$ cat src/rtl/AXI_package.sv
// Shared register width and coprocessor wrapper command/status encodings.
package AXI_package;

    localparam int REG_WIDTH = 32;

    localparam logic [REG_WIDTH-1:0] CMD_NOP                = 'd0;
    localparam logic [REG_WIDTH-1:0] CMD_WRITE              = 'd1;
    localparam logic [REG_WIDTH-1:0] CMD_START              = 'd2;
    localparam logic [REG_WIDTH-1:0] CMD_RESET              = 'd3;
    localparam logic [REG_WIDTH-1:0] CMD_READ_ELAPSED_CLOCK = 'd4;
    localparam logic [REG_WIDTH-1:0] CMD_RESTART            = 'd5;

    localparam logic [REG_WIDTH-1:0] STATUS_IDLE     = 'd0;
    localparam logic [REG_WIDTH-1:0] STATUS_RUNNING  = 'd1;
    localparam logic [REG_WIDTH-1:0] STATUS_ACCEPTED = 'd2;
    localparam logic [REG_WIDTH-1:0] STATUS_REJECTED = 'd3;
    localparam logic [REG_WIDTH-1:0] STATUS_ERROR    = 'd4;

endpackage

$ cat src/rtl/regex_cmd_driver.sv
// Job-level driver for the regex coprocessor wrapper: loads a program,
// starts the run, waits for a verdict (with timeout), reads the elapsed
// clock, restarts the wrapper and hands back a result. All outputs are
// registered; the combinational process computes next-cycle values.
module regex_cmd_driver
    import AXI_package::*;
#(
    parameter int unsigned TIMEOUT_CYCLES = 2**20,
    parameter int unsigned LD_WIDTH       = 32
) (
    input  logic                 clk,
    input  logic                 rst,
    input  logic                 job_valid,
    output logic                 job_ready,
    input  logic                 job_load,
    input  logic [REG_WIDTH-1:0] job_base_addr,
    input  logic [REG_WIDTH-1:0] job_start_cc,
    input  logic [REG_WIDTH-1:0] job_end_cc,
    input  logic                 ld_valid,
    output logic                 ld_ready,
    input  logic [LD_WIDTH-1:0]  ld_data,
    input  logic                 ld_last,
    output logic [REG_WIDTH-1:0] cmd_register,
    output logic [REG_WIDTH-1:0] address_register,
    output logic [REG_WIDTH-1:0] data_in_register,
    output logic [REG_WIDTH-1:0] start_cc_pointer_register,
    output logic [REG_WIDTH-1:0] end_cc_pointer_register,
    input  logic [REG_WIDTH-1:0] status_register,
    input  logic [REG_WIDTH-1:0] data_o_register,
    output logic                 res_valid,
    input  logic                 res_ready,
    output logic [1:0]           res_code,
    output logic [REG_WIDTH-1:0] res_elapsed
);

    typedef enum logic [3:0] {
        ST_INIT, ST_IDLE, ST_LOAD, ST_START, ST_WAIT,
        ST_READCC, ST_RESTART, ST_ABORT, ST_RESULT
    } state_t;

    localparam logic [31:0] TIMEOUT_LAST = 32'(TIMEOUT_CYCLES - 1);

    state_t               state_q, state_nx;
    logic [REG_WIDTH-1:0] base_q, base_nx;
    logic [REG_WIDTH-1:0] idx_q, idx_nx;
    logic [31:0]          timer_q, timer_nx;

    logic [REG_WIDTH-1:0] cmd_nx, addr_nx, data_nx, scc_nx, ecc_nx, elapsed_nx;
    logic                 job_ready_nx, ld_ready_nx, res_valid_nx;
    logic [1:0]           code_nx;
    logic                 timeout;

    // State, bookkeeping and all output registers.
    always_ff @(posedge clk or negedge rst) begin
        if (!rst) begin
            state_q                   <= ST_INIT;
            base_q                    <= '0;
            idx_q                     <= '0;
            timer_q                   <= '0;
            cmd_register              <= CMD_NOP;
            address_register          <= '0;
            data_in_register          <= '0;
            start_cc_pointer_register <= '0;
            end_cc_pointer_register   <= '0;
            job_ready                 <= 1'b0;
            ld_ready                  <= 1'b0;
            res_valid                 <= 1'b0;
            res_code                  <= '0;
            res_elapsed               <= '0;
        end else begin
            state_q                   <= state_nx;
            base_q                    <= base_nx;
            idx_q                     <= idx_nx;
            timer_q                   <= timer_nx;
            cmd_register              <= cmd_nx;
            address_register          <= addr_nx;
            data_in_register          <= data_nx;
            start_cc_pointer_register <= scc_nx;
            end_cc_pointer_register   <= ecc_nx;
            job_ready                 <= job_ready_nx;
            ld_ready                  <= ld_ready_nx;
            res_valid                 <= res_valid_nx;
            res_code                  <= code_nx;
            res_elapsed               <= elapsed_nx;
        end
    end

    // Next-state and next-output logic; cmd_nx is what the wrapper sees next cycle.
    always_comb begin
        state_nx     = state_q;
        base_nx      = base_q;
        idx_nx       = idx_q;
        timer_nx     = timer_q;
        cmd_nx       = CMD_NOP;
        addr_nx      = address_register;
        data_nx      = data_in_register;
        scc_nx       = start_cc_pointer_register;
        ecc_nx       = end_cc_pointer_register;
        job_ready_nx = 1'b0;
        ld_ready_nx  = 1'b0;
        res_valid_nx = 1'b0;
        code_nx      = res_code;
        elapsed_nx   = res_elapsed;
        timeout      = (timer_q == TIMEOUT_LAST);

        case (state_q)
            ST_INIT: begin
                cmd_nx   = CMD_RESET;
                state_nx = ST_IDLE;
            end
            ST_IDLE: begin
                if (job_valid && job_ready) begin
                    base_nx = job_base_addr;
                    addr_nx = job_base_addr;
                    scc_nx  = job_start_cc;
                    ecc_nx  = job_end_cc;
                    idx_nx  = '0;
                    if (job_load) begin
                        state_nx    = ST_LOAD;
                        ld_ready_nx = 1'b1;
                    end else begin
                        state_nx = ST_START;
                        cmd_nx   = CMD_START;
                        timer_nx = '0;
                    end
                end else begin
                    job_ready_nx = (status_register == STATUS_IDLE);
                end
            end
            ST_LOAD: begin
                ld_ready_nx = 1'b1;
                if (ld_valid && ld_ready) begin
                    cmd_nx  = CMD_WRITE;
                    addr_nx = base_q + idx_q;
                    data_nx = REG_WIDTH'(ld_data);
                    idx_nx  = idx_q + 1'b1;
                    if (ld_last) begin
                        // The final write occupies the next cycle; START follows it.
                        ld_ready_nx = 1'b0;
                        state_nx    = ST_START;
                        timer_nx    = '0;
                    end
                end
            end
            ST_START, ST_WAIT: begin
                timer_nx = timer_q + 32'd1;
                if (timeout) begin
                    code_nx    = 2'd3;
                    elapsed_nx = REG_WIDTH'(timer_q + 32'd1);
                    cmd_nx     = CMD_RESET;
                    state_nx   = ST_ABORT;
                end else if (state_q == ST_START) begin
                    if (status_register == STATUS_RUNNING) begin
                        state_nx = ST_WAIT;
                    end else begin
                        cmd_nx = CMD_START;
                    end
                end else if (status_register == STATUS_ACCEPTED) begin
                    code_nx  = 2'd0;
                    cmd_nx   = CMD_READ_ELAPSED_CLOCK;
                    state_nx = ST_READCC;
                end else if (status_register == STATUS_REJECTED) begin
                    code_nx  = 2'd1;
                    cmd_nx   = CMD_READ_ELAPSED_CLOCK;
                    state_nx = ST_READCC;
                end else if (status_register == STATUS_ERROR) begin
                    code_nx  = 2'd2;
                    cmd_nx   = CMD_READ_ELAPSED_CLOCK;
                    state_nx = ST_READCC;
                end else if (status_register == STATUS_IDLE) begin
                    code_nx    = 2'd2;
                    elapsed_nx = '0;
                    cmd_nx     = CMD_RESTART;
                    state_nx   = ST_RESTART;
                end
            end
            ST_READCC: begin
                elapsed_nx = data_o_register;
                cmd_nx     = CMD_RESTART;
                state_nx   = ST_RESTART;
            end
            ST_RESTART: begin
                if (status_register == STATUS_IDLE) begin
                    res_valid_nx = 1'b1;
                    state_nx     = ST_RESULT;
                end else begin
                    cmd_nx = CMD_RESTART;
                end
            end
            ST_ABORT: begin
                res_valid_nx = 1'b1;
                state_nx     = ST_RESULT;
            end
            ST_RESULT: begin
                if (res_valid && res_ready) begin
                    job_ready_nx = (status_register == STATUS_IDLE);
                    state_nx     = ST_IDLE;
                end else begin
                    res_valid_nx = 1'b1;
                end
            end
            default: state_nx = ST_INIT;
        endcase
    end

endmodule

$ cat config.mk
export PLATFORM = sky130hd
export DESIGN_NAME = regex_cmd_driver
export DESIGN_NICKNAME = d
export VERILOG_FILES = /design/src/rtl/AXI_package.sv /design/src/rtl/regex_cmd_driver.sv
export SDC_FILE = /design/constraint.sdc
export NUM_CORES = 1
export LEC_CHECK = 0
export CELL_PAD_IN_SITES_DETAIL_PLACEMENT = 0
export CELL_PAD_IN_SITES_GLOBAL_PLACEMENT = 1
export CORE_UTILIZATION = 32
export DETAILED_ROUTE_END_ITERATION = 10
export GPL_TIMING_DRIVEN = 0
export PLACE_DENSITY_LB_ADDON = 0.1
export RECOVER_POWER = 50
export SLEW_MARGIN = 20
export SYNTH_ARGS = -nofsm -noshare
export SYNTH_HDL_FRONTEND = slang
export SYNTH_SLANG_ARGS = --single-unit
$ cat constraint.sdc
create_clock -name clk -period 2.4 [get_ports clk]
set_input_delay 0.36 -clock clk [delete_from_list [all_inputs] [get_ports clk]]
set_output_delay 0.36 -clock clk [all_outputs]
set_load 0.005 [all_outputs]
==> results.sh <==
export IMPL_drive_above_1_share_pct=14.08
export IMPL_grt_util_all_layers_pct=22.46
export IMPL_cts_tree="done"
export IMPL_p_clk_share_pct=49.1
export IMPL_switchingPower_mw=2.190
export IMPL_crit_path_end_kind="flip-flop"
export IMPL_power_leakage_nw=9.446
export IMPL_drcViolationCount=0
export IMPL_grt_max_degree=82
export IMPL_layout_cells_non_filler=2549
export IMPL_finalSetupViolations=6
export IMPL_worst_slew_pin_transition_ns=1.198
export IMPL_cp_cell_sequence="ha_4 -> inv_2 -> fa_2 -> nor2b_4 -> o2111ai_4 -> and4_4 -> nor2_4 -> a211oi_4 -> o31ai_4 -> buf_4 -> xnor2_2 -> o21ai_1"
export IMPL_ios=396
export IMPL_initial_utilization_pct=32.47
export IMPL_netlist_area_um2=13290
export IMPL_overflow=0
export IMPL_rows=74
export IMPL_period_share_pct=104.9
export IMPL_first_pass_iters=5
export IMPL_netlist_instances=1524
export IMPL_final_cell_mix="nand2_1 (486), clkdlybuf4s50_1 (297), dfrtp_1 (255)"
export IMPL_die_area_um2=42350
export IMPL_hold_slack_ns=0.2912
export IMPL_hold_viol=0
export IMPL_setup_tns_final_ns=-0.3655
export IMPL_die_w_um=205.8
export IMPL_slew_headroom_pct=20.11
export IMPL_globalplace_congestion=0.9304
export IMPL_fin_ws_ns=-0.1185
export IMPL_drtIter0Drc=735
export IMPL_internal_power_mw=7.692
export IMPL_cts_buffer_depth=3
export IMPL_ys_types=58
export IMPL_dpl_cell_area_um2=17850
export IMPL_wl_per_cell_um=18.94
export IMPL_grt_pass1_wl_um=73040
export IMPL_clk_latency_ns=0.59
export IMPL_violations="negative setup slack"
export IMPL_ys_ff_latch=268
export IMPL_fin_crit_ns=2.518
export IMPL_grt_pass1_vias=12410
export IMPL_layout_cells_most_common="nand2_1"
export IMPL_port_buffer_count=366
export IMPL_synthAdderAreaFrac_pct=3.258
export IMPL_root_buffer="clkbuf_16"
export IMPL_clk_pin_slew_ns=0.06
export IMPL_pwr_share_comb_pct=5.2
export IMPL_cp_max_fo=3
export IMPL_outcome="finished, violations left"
export IMPL_cts_buffers=31
export IMPL_fin_skew_ns=0.01273
export IMPL_ir_worst_vdd_mv=0.5372
export IMPL_maxSlewViolCount=0
export IMPL_startpoint_type="flip-flop"
export IMPL_drt_vias_per_instance=4.895
export IMPL_htreeDepth=1
export IMPL_vias=12480
export IMPL_design_area_um2=19880
export IMPL_power_density_nw_per_um2=497.1
export IMPL_dp_hpwl_um=35590
export IMPL_synth_xor_area_share_pct=3.493
export IMPL_ys_flop_type="dfrtp_1"
export IMPL_dieHeight_um=205.8
export IMPL_synthMuxAreaShare_pct=0.07532
export IMPL_syn_avg_cell_area_um2=8.720
export IMPL_power_frac_seq_pct=45.7
export IMPL_ant_nets=0
export IMPL_area_growth_pct=49.59
export IMPL_ys_warnings_count=0
export IMPL_async_flop_share_pct=100.0
export IMPL_synth_top_family_by_area="simple AND/OR/NAND/NOR gates"
export IMPL_cp_slowest_cell="dfrtp_2"
export IMPL_synth_compound_area_share_pct=13.98
export IMPL_p_sw_share_pct=22.16
export IMPL_core_area_um2=40920
export IMPL_cp_required_ns=2.85
export IMPL_path_class="reg -> reg"
export IMPL_post_place_cells=2453
export IMPL_hold_class="in -> reg"
export IMPL_diodes=0
export IMPL_synthSimpleGateAreaFrac_pct=24.42
export IMPL_drv_cap=0
export IMPL_fmax_ghz=0.3971
export IMPL_antenna_found_initial=0
export IMPL_seq_area_frac_synth_pct=50.47
export IMPL_rsz0062_at_grt="yes"
export IMPL_synth_edf_count=0
export IMPL_cts_num_sinks=268
export IMPL_cp_arrival_ns=2.97
export IMPL_wl_um=48280
export IMPL_final_nets=2228
export IMPL_pre_cts_slack_ns=-0.9894
export IMPL_slowest_delay_ns=0.42
kinds of logic after synthesis:
| logic type | after synthesis |
|---|---|
| other | 1 |
| AO/OA/AOI/OAI | 297 |
| buffers and inverters | 120 |
| AND/OR/NAND/NOR | 750 |
| XOR/XNOR | 53 |
| multiplexers | 1 |
| flip-flops | 268 |
| adder cells (fa/ha/maj) | 34 |
area by class of cell:
type,instances,area [um2]
repair buffers,418,4069
well taps,532,665.6
flip-flops and latches,268,6723
clock buffers,43,910.9
fillers,3987,21050
clock inverters,12,125.1
inverters,16,60.06
plain buffers,96,541.8
multi-input cells,1164,6784
worst max-delay path, delay by kind of cell (launching register included):
kind | cells | cell delay [ns]
DFF | 1 | 0.42
buffers and inverters | 2 | 0.21
AOI/OAI and AO/OA | 4 | 0.59
xor gates and xnor gates | 1 | 0.11
and+or+nand+nor | 3 | 0.54
adders and majority gates | 2 | 0.52
registers in the layout, summed over array words and instances (netlist names), 2 cells and up:
register	cells
data_in_register	32
address_register	32
cmd_register	3
res_elapsed	32
idx_q	32
base_q	32
res_code	2
end_cc_pointer_register	32
state_q	4
timer_q	32
start_cc_pointer_register	32
power groups by stage:
stage | Combinational [mW] | Clock (mW) | Sequential (mW)
2_1_floorplan | 0.0636 | 0 | 4.60
3_3_place_gp | 0.507 | 0 | 4.61
3_5_place_dp | 0.528 | 0 | 4.60
4_1_cts | 0.533 | 5.01 | 4.52
5_1_grt | 0.557 | 5.18 | 4.52
6_report | 0.511 | 4.85 | 4.52
worst paths after layout:
check	from	to	slack [ns]	cells after the start
max reg2reg	idx_q[0]$_DFFE_PN0P_	address_register[28]$_DFFE_PN0P_	-0.12	12
max in group asynchronous	rst	idx_q[0]$_DFFE_PN0P_	0.22	3
min in group asynchronous	rst	address_register[12]$_DFFE_PN0P_	0.54	2
min	job_start_cc[5]	start_cc_pointer_register[5]$_DFFE_PN0P_	0.29	3
min reg2reg	data_in_register[8]$_DFFE_PN0P_	data_in_register[8]$_DFFE_PN0P_	0.47	2
max	idx_q[0]$_DFFE_PN0P_	address_register[28]$_DFFE_PN0P_	-0.12	12
metrics by stage:
| stage | total power [mW] | util (%) |
|---|---|---|
| after floorplan | 4.666 | - |
| after global placement | 5.114 | 43.40 |
| after CTS | 10.06 | 47.57 |
| after detailed placement | 5.129 | 43.61 |
| final | 9.882 | 48.58 |
| after global routing | 10.26 | 48.58 |
metal layers:
metal,global-route usage [%],wire [um],up-vias
met5,0,0,-
met4,5.278,963,0
met3,4.371,2616,56
met2,39.19,24330,312
met1,28.43,20370,6016
li1,-,-,6093
timing repair:
item | CTS | global route
hold endpoints to repair | 78 | 0
pin swaps | 30 | 44
setup buffers | 21 | 27
endpoints found under the setup margin | 261 | 184
resized for setup | 101 | 108
hold buffers | 1 | 0
cell usage after synthesis (6+ instances only):
library cell	count	area [um2]
ha_1	33	412.9
o211ai_1	9	67.56
nor3_1	21	105.1
nor2b_1	6	37.54
xnor2_1	27	236.5
nor4_1	11	68.82
o31ai_1	8	60.06
nand4_1	29	181.4
dfrtp_1	268	6706
a211oi_1	8	60.06
a22o_1	21	183.9
xor2_1	26	227.7
a22oi_1	10	75.07
inv_1	16	60.06
a21oi_1	55	275.3
o21bai_1	7	52.55
nand3_1	27	135.1
o21a_1	6	45.04
o21ai_0	106	530.5
nor2_1	107	401.6
clkbuf_1	66	247.7
nand2_1	489	1836
a31oi_1	26	162.7
or3_1	8	50.05
a221o_1	11	110.1
and2_1	14	87.58
buf_4	30	225.2
a21o_1	17	127.6
and3_1	12	75.07
No activity file was read; power rests on OpenSTA's default activity.
